`src/rtl/serial_rx.sv`:
```
// UART-style receiver: 1 start, DATA_WIDTH data bits LSB first, optional even parity, 1 stop.
// Optional parity stage is built when SERIAL_RX_PARITY_EN is defined; outputs are registered.
module serial_rx #(
  parameter int DATA_WIDTH   = 8,
  parameter int CLKS_PER_BIT = 2
) (
  input  logic                  clk,
  input  logic                  rst_n,
  input  logic                  rx,
  output logic [DATA_WIDTH-1:0] data,
  output logic                  valid,
  output logic                  busy,
  output logic                  frame_err,
  output logic                  parity_err
);

  localparam int HALF = (CLKS_PER_BIT - 1) / 2;
  localparam int CW   = $clog2(CLKS_PER_BIT) + 1;
  localparam int BW   = $clog2(DATA_WIDTH) + 1;

  localparam logic [CW-1:0] HALF_C  = CW'(HALF);
  localparam logic [CW-1:0] LAST_C  = CW'(CLKS_PER_BIT - 1);
  localparam logic [BW-1:0] TOP_BIT = BW'(DATA_WIDTH - 1);

`ifdef SERIAL_RX_PARITY_EN
  typedef enum logic [2:0] {IDLE, START, DATA, STOP, WAIT_IDLE, PARITY} state_t;
`else
  typedef enum logic [2:0] {IDLE, START, DATA, STOP, WAIT_IDLE} state_t;
`endif

  state_t                  state_q;
  logic                    rx_m_q;
  logic                    rx_s_q;
  logic [CW-1:0]           cnt_q;
  logic [BW-1:0]           bit_idx_q;
  logic [DATA_WIDTH-1:0]   shreg_q;
  logic [DATA_WIDTH-1:0]   shreg_d;
  logic [DATA_WIDTH-1:0]   data_q;
  logic                    valid_q;
  logic                    busy_q;
  logic                    frame_err_q;
  logic                    bit_tick;
`ifdef SERIAL_RX_PARITY_EN
  logic                    par_q;
  logic                    parity_err_q;
  logic                    parity_ok;
`endif

  assign bit_tick = (cnt_q == LAST_C);
  // Right shift: the first (LSB) bit received ends up at bit 0 after DATA_WIDTH samples.
  assign shreg_d  = {rx_s_q, shreg_q[DATA_WIDTH-1:1]};

`ifdef SERIAL_RX_PARITY_EN
  assign parity_ok = ((^shreg_q) == par_q);
`endif

  always_ff @(posedge clk or negedge rst_n) begin
    if (!rst_n) begin
      state_q     <= IDLE;
      rx_m_q      <= 1'b1;
      rx_s_q      <= 1'b1;
      cnt_q       <= '0;
      bit_idx_q   <= '0;
      shreg_q     <= '0;
      data_q      <= '0;
      valid_q     <= 1'b0;
      busy_q      <= 1'b0;
      frame_err_q <= 1'b0;
`ifdef SERIAL_RX_PARITY_EN
      par_q        <= 1'b0;
      parity_err_q <= 1'b0;
`endif
    end else begin
      rx_m_q      <= rx;
      rx_s_q      <= rx_m_q;
      valid_q     <= 1'b0;
      frame_err_q <= 1'b0;
`ifdef SERIAL_RX_PARITY_EN
      parity_err_q <= 1'b0;
`endif
      case (state_q)
        IDLE: begin
          cnt_q <= '0;
          if (!rx_s_q) begin
            state_q <= START;
            busy_q  <= 1'b1;
          end
        end
        START: begin
          if (cnt_q == HALF_C) begin
            cnt_q     <= '0;
            bit_idx_q <= '0;
            if (rx_s_q) begin
              state_q <= IDLE;
              busy_q  <= 1'b0;
            end else begin
              state_q <= DATA;
            end
          end else begin
            cnt_q <= cnt_q + CW'(1);
          end
        end
        DATA: begin
          if (bit_tick) begin
            cnt_q     <= '0;
            shreg_q   <= shreg_d;
            bit_idx_q <= bit_idx_q + BW'(1);
            if (bit_idx_q == TOP_BIT) begin
`ifdef SERIAL_RX_PARITY_EN
              state_q <= PARITY;
`else
              state_q <= STOP;
`endif
            end
          end else begin
            cnt_q <= cnt_q + CW'(1);
          end
        end
`ifdef SERIAL_RX_PARITY_EN
        PARITY: begin
          if (bit_tick) begin
            cnt_q   <= '0;
            par_q   <= rx_s_q;
            state_q <= STOP;
          end else begin
            cnt_q <= cnt_q + CW'(1);
          end
        end
`endif
        STOP: begin
          if (bit_tick) begin
            cnt_q <= '0;
            if (rx_s_q) begin
              state_q <= IDLE;
              busy_q  <= 1'b0;
`ifdef SERIAL_RX_PARITY_EN
              if (parity_ok) begin
                data_q  <= shreg_q;
                valid_q <= 1'b1;
              end else begin
                parity_err_q <= 1'b1;
              end
`else
              data_q  <= shreg_q;
              valid_q <= 1'b1;
`endif
            end else begin
              // Bad stop bit: report once, then wait out a possible break.
              frame_err_q <= 1'b1;
              state_q     <= WAIT_IDLE;
            end
          end else begin
            cnt_q <= cnt_q + CW'(1);
          end
        end
        WAIT_IDLE: begin
          if (rx_s_q) begin
            state_q <= IDLE;
            busy_q  <= 1'b0;
          end
        end
        default: begin
          state_q <= IDLE;
          busy_q  <= 1'b0;
        end
      endcase
    end
  end

  assign data      = data_q;
  assign valid     = valid_q;
  assign busy      = busy_q;
  assign frame_err = frame_err_q;
`ifdef SERIAL_RX_PARITY_EN
  assign parity_err = parity_err_q;
`else
  assign parity_err = 1'b0;
`endif

endmodule

```
`config.mk`:
```
export PLATFORM = sky130hd
export DESIGN_NAME = serial_rx
export DESIGN_NICKNAME = d
export VERILOG_FILES = /design/src/rtl/serial_rx.sv
export SDC_FILE = /design/constraint.sdc
export NUM_CORES = 1
export LEC_CHECK = 0
export ABC_AREA = 1
export ABC_CLOCK_PERIOD_IN_PS = 1800
export BUFFER_PORTS_ARGS = -buffer_cell sky130_fd_sc_hd__buf_2
export CAP_MARGIN = 20
export CORE_MARGIN = 8
export CORE_UTILIZATION = 56
export CTS_CLUSTER_SIZE = 30
export DETAILED_ROUTE_END_ITERATION = 10
export GPL_ROUTABILITY_DRIVEN = 0
export PLACE_DENSITY = 0.88
export SLEW_MARGIN = 20
export SYNTH_ARGS = -nofsm -noshare
export SYNTH_HDL_FRONTEND = slang
export SYNTH_SLANG_ARGS = --single-unit
export TNS_END_PERCENT = 100
```
`constraint.sdc`:
```
create_clock -name clk -period 1.8 [get_ports clk]
set_input_delay 0.36 -clock clk [delete_from_list [all_inputs] [get_ports clk]]
set_output_delay 0.36 -clock clk [all_outputs]
set_load 0.02 [all_outputs]
```
== Word level (Yosys, flattened, before mapping) ==
Index checks and enable logic that the tools add are counted.
W data, S select, Z words.

* Output and inout bits: 12
* Word-level logic and storage cells: 61
* Register bits after elaboration: 30
* Input bits: 3

* Muxes and demuxes: 26
* Add/subtract/negate cells: 2
* Reduce and logical (&&, ||, !) cells: 10
* Bitwise logic cells: 1
* Equal/unequal tests: 12

{| class="wikitable"
|+ Operators by type and width
! operator !! number
|-
| $mux W3 || 7
|-
| $pmux W3 S5 || 1
|-
| $ne A2 B2 Y1 const B || 6
|-
| $mux W1 || 10
|-
| $mux W4 || 2
|-
| $pmux W4 S2 || 1
|-
| $eq A3 B2 Y1 const B || 2
|-
| $mux W2 || 3
|-
| $pmux W2 S3 || 1
|-
| $reduce_and A3 Y1 || 2
|-
| $reduce_and A6 Y1 || 1
|-
| $pmux W1 S5 || 1
|-
| $add A4 B1 Y4 const B || 1
|-
| $eq A4 B3 Y1 const B || 1
|-
| $reduce_and A4 Y1 || 1
|-
| $eq A3 B1 Y1 const B || 1
|-
| $eq A3 B3 Y1 const B || 1
|-
| $logic_not A3 Y1 || 1
|-
| $reduce_bool A3 Y1 || 1
|-
| $add A2 B1 Y2 const B || 1
|-
| $eq A2 B1 Y1 const B || 1
|-
| $logic_not A2 Y1 || 1
|-
| $reduce_and A2 Y1 || 1
|-
| $reduce_bool A2 Y1 || 1
|-
| other kinds (2) || 2
|}

== Longest topological paths before layout ==
Gate-level depths: netlist (run 1).

* Depth after elaboration: 4
* Mapped depth: 10
* Mapped depth without buffers: 10

== Worst setup path after synthesis (run 1) ==
OpenSTA, ideal clock, no wires.

* Path kind: reg2reg
* From: register cnt_q[1]
* To: register state_q[1]
* Required time: 1677 ps
* Data arrival time: 1214 ps
* Clock period less this slack: 1337 ps
* Stages on the path, launching flop included: 10
* Path slack: 463 ps
* Cell sequence: dfrtp_1 inv_1 ha_1 inv_1 nor2_1 nand2_1 nand2_1 nand2_1 o21ai_0 nand2_1

* Word-level cells in the longest chain between the ends: 3
* Elaborated cells between the ends (all ways): 6
* Those cells by class: 4 x eq/ne; 2 x reduce/logical

{| class="wikitable"
|+ RTL lines
! what !! line !! source
|-
| start: declaration || 34 || <nowiki>logic [CW-1:0] cnt_q;</nowiki>
|-
| start signal: assignment || 100 || <nowiki>cnt_q <= cnt_q + CW'(1);</nowiki>
|-
| start signal: assignment || 116 || <nowiki>cnt_q <= cnt_q + CW'(1);</nowiki>
|-
| start signal: assignment || 153 || <nowiki>cnt_q <= cnt_q + CW'(1);</nowiki>
|-
| $eq A2 B1 Y1 / $logic_not A2 Y1 (equally long branches) || 49, 90 ||
|-
| $ne A2 B2 Y1 (no source line) || - ||
|-
| $reduce_and A6 Y1 (no source line) * || - ||
|-
| end signal: assignment || 59 || <nowiki>state_q <= IDLE;</nowiki>
|-
| end signal: assignment || 85 || <nowiki>state_q <= START;</nowiki>
|-
| end signal: assignment || 94 || <nowiki>state_q <= IDLE;</nowiki>
|-
| end: declaration || 31 || <nowiki>state_t state_q;</nowiki>
|}

Mark *: on every way between the ends. The rest lies on a longest branch, timed or not.
A chain may end at the register's enable or synchronous reset.

== Worst setup path after layout (run 1) ==
* From: register cnt_q[1]
* To: register bit_idx_q[2]

* Word-level cells in the longest chain between the ends: 3
* Elaborated cells between the ends (all ways): 5
* Those cells by class: 3 x eq/ne; 2 x reduce/logical

{| class="wikitable"
|+ RTL lines
! what !! line !! source
|-
| $eq A2 B1 Y1 / $logic_not A2 Y1 (equally long branches) || 49, 90 ||
|-
| $ne A2 B2 Y1 (no source line) || - ||
|-
| $reduce_and A3 Y1 (no source line) * || - ||
|-
| end signal: assignment || 107 || <nowiki>bit_idx_q <= bit_idx_q + BW'(1);</nowiki>
|-
| end: declaration || 35 || <nowiki>logic [BW-1:0] bit_idx_q;</nowiki>
|}

Marks and branches as above.

==> impl_metrics.env, run 1 <==
export IMPL_grt_remaining_overflow=0
export IMPL_start_util=0.573
export IMPL_crit_path_start_kind="register"
export IMPL_hp_class="in -> async"
export IMPL_status="complete, no violations"
export IMPL_grt_usage=0.137
export IMPL_final_util=0.628
export IMPL_finalCriticalPeriod_ps=1570
export IMPL_pwr_density_cell_nw_per_um2=1210
export IMPL_firstDrtPassIters=4
export IMPL_cts_tree="yes"
export IMPL_antenna_left=0
export IMPL_critical_path_class="reg -> reg"
export IMPL_grt_pass1_wl_mm=4.52
export IMPL_syn_nets=159
export IMPL_hpwl_mm=1.90
export IMPL_dieWidth_um=65.7
export IMPL_clkTransAtPathRegs_ps=90
export IMPL_post_drt_wl_per_cell_um=12.6
export IMPL_drive_gt1_frac=0.218
export IMPL_first_iter_violations=56
export IMPL_post_cts_setup_buffers=0
export IMPL_fp_coreArea_um2=2410
export IMPL_syn_inst=152
export IMPL_antenna_found_initial=0
export IMPL_worstPathArrival_ps=1790
export IMPL_cts_resized=0
export IMPL_regArea_um2=753
export IMPL_grt_pass1_vias=1071
export IMPL_synth_async_sr_flop_share=1.00
export IMPL_ys_top_cells_by_count="42 x nand2_1, 28 x dfrtp_1, 20 x inv_1"
export IMPL_cts_root_buf="clkbuf_4"
export IMPL_multiInputGateArea_um2=523
export IMPL_ios=15
export IMPL_regToRegSetupSlack_ps=230
export IMPL_synth_edf_count=0
export IMPL_fillCellCount=195
export IMPL_netlist_area_um2=1380
export IMPL_final_nets=176
export IMPL_finalHoldViolCount=0
export IMPL_cts_made_buffers=5
export IMPL_rsz0062_at_grt="no"
export IMPL_htree_num_levels=2
export IMPL_drc=0
export IMPL_postSynthAreaPerCell_um2=9.09
export IMPL_vias_per_cell=5.22
export IMPL_vias=1043
export IMPL_num_antenna_cells=0
export IMPL_yosys_area_top_type="dfrtp_1"
export IMPL_cap_violations=0
export IMPL_ys_warn_count=0
export IMPL_leakagePower_nw=0.782
export IMPL_clockBufferDepth=2
export IMPL_ys_ff_latch=30
export IMPL_endpoint_kind="register"
export IMPL_syn_to_final_growth_pct=9.60
export IMPL_finalClockSkew_ps=8.61
export IMPL_synth_distinct_cells=23
export IMPL_ys_dominant_reg_cell="dfrtp_1"
export IMPL_slew_headroom=0.576
export IMPL_grt_max_degree=31
export IMPL_synth_top_area_share=0.507
export IMPL_port_buffers=13
export IMPL_yosysSeqAreaShare=0.545
export IMPL_clk_latency_ps=330
export IMPL_die_h_um=65.7
export IMPL_cts_num_sinks=30
export IMPL_setup_tns_final_ps=0
export IMPL_max_freq_mhz=638
export IMPL_rows=18
export IMPL_yosysMostFrequentCell="nand2_1"
export IMPL_cts_hold_buf=0
export IMPL_cp_max_fo=15
export IMPL_die_area_um2=4310
export IMPL_finalCritPeriodShare=0.871
export IMPL_ir_drop_mv=0.744
export IMPL_required_ps=2020
export IMPL_worst_pin_slew_ps=636
export IMPL_setup_violations=0
export IMPL_routed_wl_mm=2.53
export IMPL_synthTopCellsByArea="dfrtp_1 51%, nand2_1 11%, inv_1 5.4%"
export IMPL_drv_slew=0
[critical path, cell delays in order (launching register included)]
cell	delay [ps]
dfrtp_1	390
inv_1	100
ha_1	250
inv_1	140
nor2_4	280
nand2_2	100
nor2_1	130
nor2_1	70
[power breakdown]
| part | internal (mW) | total (mW) | switching, mW |
|---|---|---|---|
| Combinational | 0.172 | 0.545 | 0.373 |
| Clock | 0.189 | 0.412 | 0.223 |
| Sequential | 0.781 | 0.876 | 0.0942 |
[cell usage in the layout, fill, tap and decap left out]
cell type  synthesis  final
conb_1             1      1
o21ai_2            7      7
nand2_2            3      3
dfrtp_1           28     28
and2_1             1      1
o21ai_0           12     12
clkbuf_1           0      1
inv_1             20     20
o311ai_0           1      1
nor3_2             1      1
dfstp_2            2      2
nand4_1            1      1
clkbuf_4           0      5
nand3_2            1      1
nand2_1           42     42
xor2_1             1      1
nor2_2             2      2
o221ai_1           1      1
clkbuf_8           0      1
nor2_4             1      1
nor2_1             9      9
ha_1               4      4
clkinv_2           0      1
o21ai_1            1      1
buf_2              0     13
nand3_1           10     10
[metrics by stage]
stage | setup WS, ps | instances | power (mW) | area, um2 | hold WS [ps]
finish | 232 | 200 | 1.83 | 1510 | 41.0
global route | 99.2 | 200 | 1.97 | 1510 | 80.4
CTS | 235 | 200 | 1.84 | 1510 | 62.9
detailed placement | 260 | 192 | 1.43 | 1450 | 351
global placement | 401 | 192 | 1.39 | 1450 | 346
floorplan | 463 | 152 | 1.29 | 1380 | 64.4
[layout make-up]
type                            count  share of cell area
Clock buffer                        7              0.0364
Clock inverter                      1             0.00331
Inverter                           20              0.0496
Multi-Input combinational cell     99               0.345
Sequential cell                    30               0.498
Tap cell                           30              0.0248
Timing Repair Buffer               13              0.0430
[cell families after synthesis]
| kind of cell | Yosys count | synth area share |
|---|---|---|
| AND/OR/NAND/NOR | 71 | 0.229 |
| flip-flops | 30 | 0.545 |
| buffers and inverters | 23 | 0.0761 |
| AO/OA/AOI/OAI | 22 | 0.104 |
| adder cells (fa/ha/maj) | 4 | 0.0362 |
| XOR/XNOR | 1 | 0.00634 |
| other | 1 | 0.00271 |
[registers in the layout, indices dropped and copies added (netlist names)]
name and flops:
busy 1, state_q 3, rx_m_q 1, rx_s_q 1, cnt_q 2, data 8, valid 1, frame_err 1
bit_idx_q 4, shreg_q 8
[layer usage]
layer	vias to the layer above	track usage	share of wire
met3	6	0.0442	0.056
met5	-	0	0
met1	483	0.142	0.44
met4	0	0.104	0.017
met2	38	0.227	0.49
li1	516	-	-
[path summary, 6_finish.rpt]
path	from	end	cells after the start
max	cnt_q[1]	bit_idx_q[2]	7
min	rst_n	data[4]	1
max reg2reg	cnt_q[1]	bit_idx_q[2]	7
min reg2reg	rx_m_q	rx_s_q	0
max in group asynchronous	rst_n	data[5]	1
min in group clk	rx	rx_m_q	1
Note: power is estimated with default switching activity, not from simulation.
==> run 2, diff against run 1 <==
--- a/config.mk
+++ b/config.mk
@@ -9,8 +9,10 @@
 export ABC_CLOCK_PERIOD_IN_PS = 1800
 export BUFFER_PORTS_ARGS = -buffer_cell sky130_fd_sc_hd__buf_2
 export CAP_MARGIN = 20
+export CELL_PAD_IN_SITES_DETAIL_PLACEMENT = 0
+export CELL_PAD_IN_SITES_GLOBAL_PLACEMENT = 1
 export CORE_MARGIN = 8
-export CORE_UTILIZATION = 56
+export CORE_UTILIZATION = 43
 export CTS_CLUSTER_SIZE = 30
 export DETAILED_ROUTE_END_ITERATION = 10
 export GPL_ROUTABILITY_DRIVEN = 0
==> run 2 against run 1 <==
Compared with the run above: sequential share of layout area down 0.57 points; fmax grew 3.4%; critical path depth rose by 1; power down 0.39%; highest routed layer unchanged.
==> impl_metrics.env, run 2 (synthesis gave the netlist of run 1 again) <==
export IMPL_status="complete, no violations"
export IMPL_die_h_um=72.7
export IMPL_worst_pin_slew_ps=652
export IMPL_required_ps=2060
export IMPL_drive_gt1_frac=0.218
export IMPL_leakagePower_nw=0.782
export IMPL_endpoint_kind="register"
export IMPL_worstPathCellList="inv_1, ha_1, inv_1, nor2_4, nand2_2, nand2_1, nand2_1, nor2_1"
export IMPL_slowest_delay_ps=400
export IMPL_rows=20
export IMPL_placed_cell_area_um2=1470
export IMPL_grt_usage=0.107
export IMPL_post_cts_setup_buffers=0
export IMPL_grt_max_degree=31
export IMPL_dieWidth_um=72.7
export IMPL_finalHoldViolCount=0
export IMPL_firstDrtPassIters=4
export IMPL_cp_slowest_cell="dfrtp_1"
export IMPL_setup_violations=0
export IMPL_finalCriticalPeriod_ps=1520
export IMPL_cts_made_buffers=5
export IMPL_final_nets=176
export IMPL_die_area_um2=5280
export IMPL_clkTransAtPathRegs_ps=100
export IMPL_cts_num_sinks=30
export IMPL_antenna_left=0
export IMPL_layout_commonest_cell="nand2_1"
export IMPL_htree_num_levels=2
export IMPL_pwr_density_cell_nw_per_um2=1190
export IMPL_num_antenna_cells=0
export IMPL_placedCellCount=206
export IMPL_fp_coreArea_um2=3050
export IMPL_grt_remaining_overflow=0
export IMPL_cap_violations=0
export IMPL_port_buffers=13
export IMPL_cts_tree="yes"
export IMPL_post_drt_wl_per_cell_um=11.4
export IMPL_critical_path_class="reg -> reg"
export IMPL_ir_drop_mv=0.459
export IMPL_first_iter_violations=62
export IMPL_antenna_found_initial=0
export IMPL_hp_class="in -> async"
export IMPL_hpwl_mm=1.80
export IMPL_setup_tns_final_ps=0
export IMPL_worstPathArrival_ps=1780
export IMPL_max_freq_mhz=659
export IMPL_vias_per_cell=4.54
export IMPL_cts_resized=0
export IMPL_cts_hold_buf=0
export IMPL_finalCritPeriodShare=0.843
export IMPL_vias=972
export IMPL_grt_pass1_wl_mm=4.28
export IMPL_routed_wl_mm=2.43
export IMPL_drv_slew=0
export IMPL_rsz0062_at_grt="no"
export IMPL_place_ws_ps=325
export IMPL_drc=0
export IMPL_fillCellCount=308
export IMPL_finalWorstSetupSlack_ps=283
export IMPL_finalClockSkew_ps=11.9
export IMPL_ios=15
export IMPL_start_util=0.452
export IMPL_fin_cells=214
export IMPL_clockBufferDepth=2
export IMPL_final_area_um2=1530
export IMPL_cp_max_fo=15
export IMPL_mostFrequentLayoutCells="42 x nand2_1, 28 x dfrtp_1, 20 x inv_1"
export IMPL_cts_root_buf="clkbuf_4"
export IMPL_slew_headroom=0.566
export IMPL_clk_latency_ps=330
export IMPL_crit_path_start_kind="register"
export IMPL_syn_to_final_growth_pct=10.9
export IMPL_grt_pass1_vias=948
export IMPL_regToRegSetupSlack_ps=280
[run 2: power breakdown]
part / internal (mW) / total [mW] / switching, mW
logic: 0.172 / 0.541 / 0.369
clock network: 0.189 / 0.415 / 0.226
registers: 0.781 / 0.870 / 0.0885
total: 1.14 / 1.83 / 0.683
[run 2: per-layer routing]
layer / wire length, um / vias up / track usage
met4: 23 / 0 / 0.0533
met2: 1140 / 17 / 0.164
met3: 152 / 2 / 0.0536
met1: 1120 / 442 / 0.119
li1: - / 511 / -
met5: 0 / - / 0
[run 2: final cells by class]
class	count	area (um2)	area share
flip-flops and latches	30	753	0.492
multi-input cells	99	523	0.342
inverters	20	75.1	0.0490
repair buffers	13	65.1	0.0425
clock buffers	7	55.1	0.0359
well taps	44	55.1	0.0359
clock inverters	1	5.00	0.00327
[run 2: metrics by stage]
| stage | utilization | hold WS (ps) | power [mW] |
|---|---|---|---|
| finish | 0.502 | 48.8 | 1.83 |
| global route | 0.502 | 75.9 | 1.98 |
| floorplan | - | 64.4 | 1.29 |
| global placement | 0.482 | 347 | 1.41 |
| detailed placement | 0.482 | 350 | 1.43 |
| CTS | 0.502 | 55.1 | 1.85 |
[run 2: worst paths after layout]
| check | cells after the start | end | start |
|---|---|---|---|
| worst max-delay path | 8 | bit_idx_q[2] | cnt_q[1] |
| worst min-delay path | 1 | shreg_q[2] | rst_n |
| worst max register to register | 8 | bit_idx_q[2] | cnt_q[1] |
| worst min register to register | 0 | rx_s_q | rx_m_q |
| max in group asynchronous | 1 | data[4] | rst_n |
| min in group clk | 1 | rx_m_q | rx |
[run 2: critical path, delay by kind of cell (launching register included)]
kind                       cells  cell delay [ps]
and+or+nand+nor                5              580
DFF                            1              400
buffers and inverters          2              240
adders and majority gates      1              240
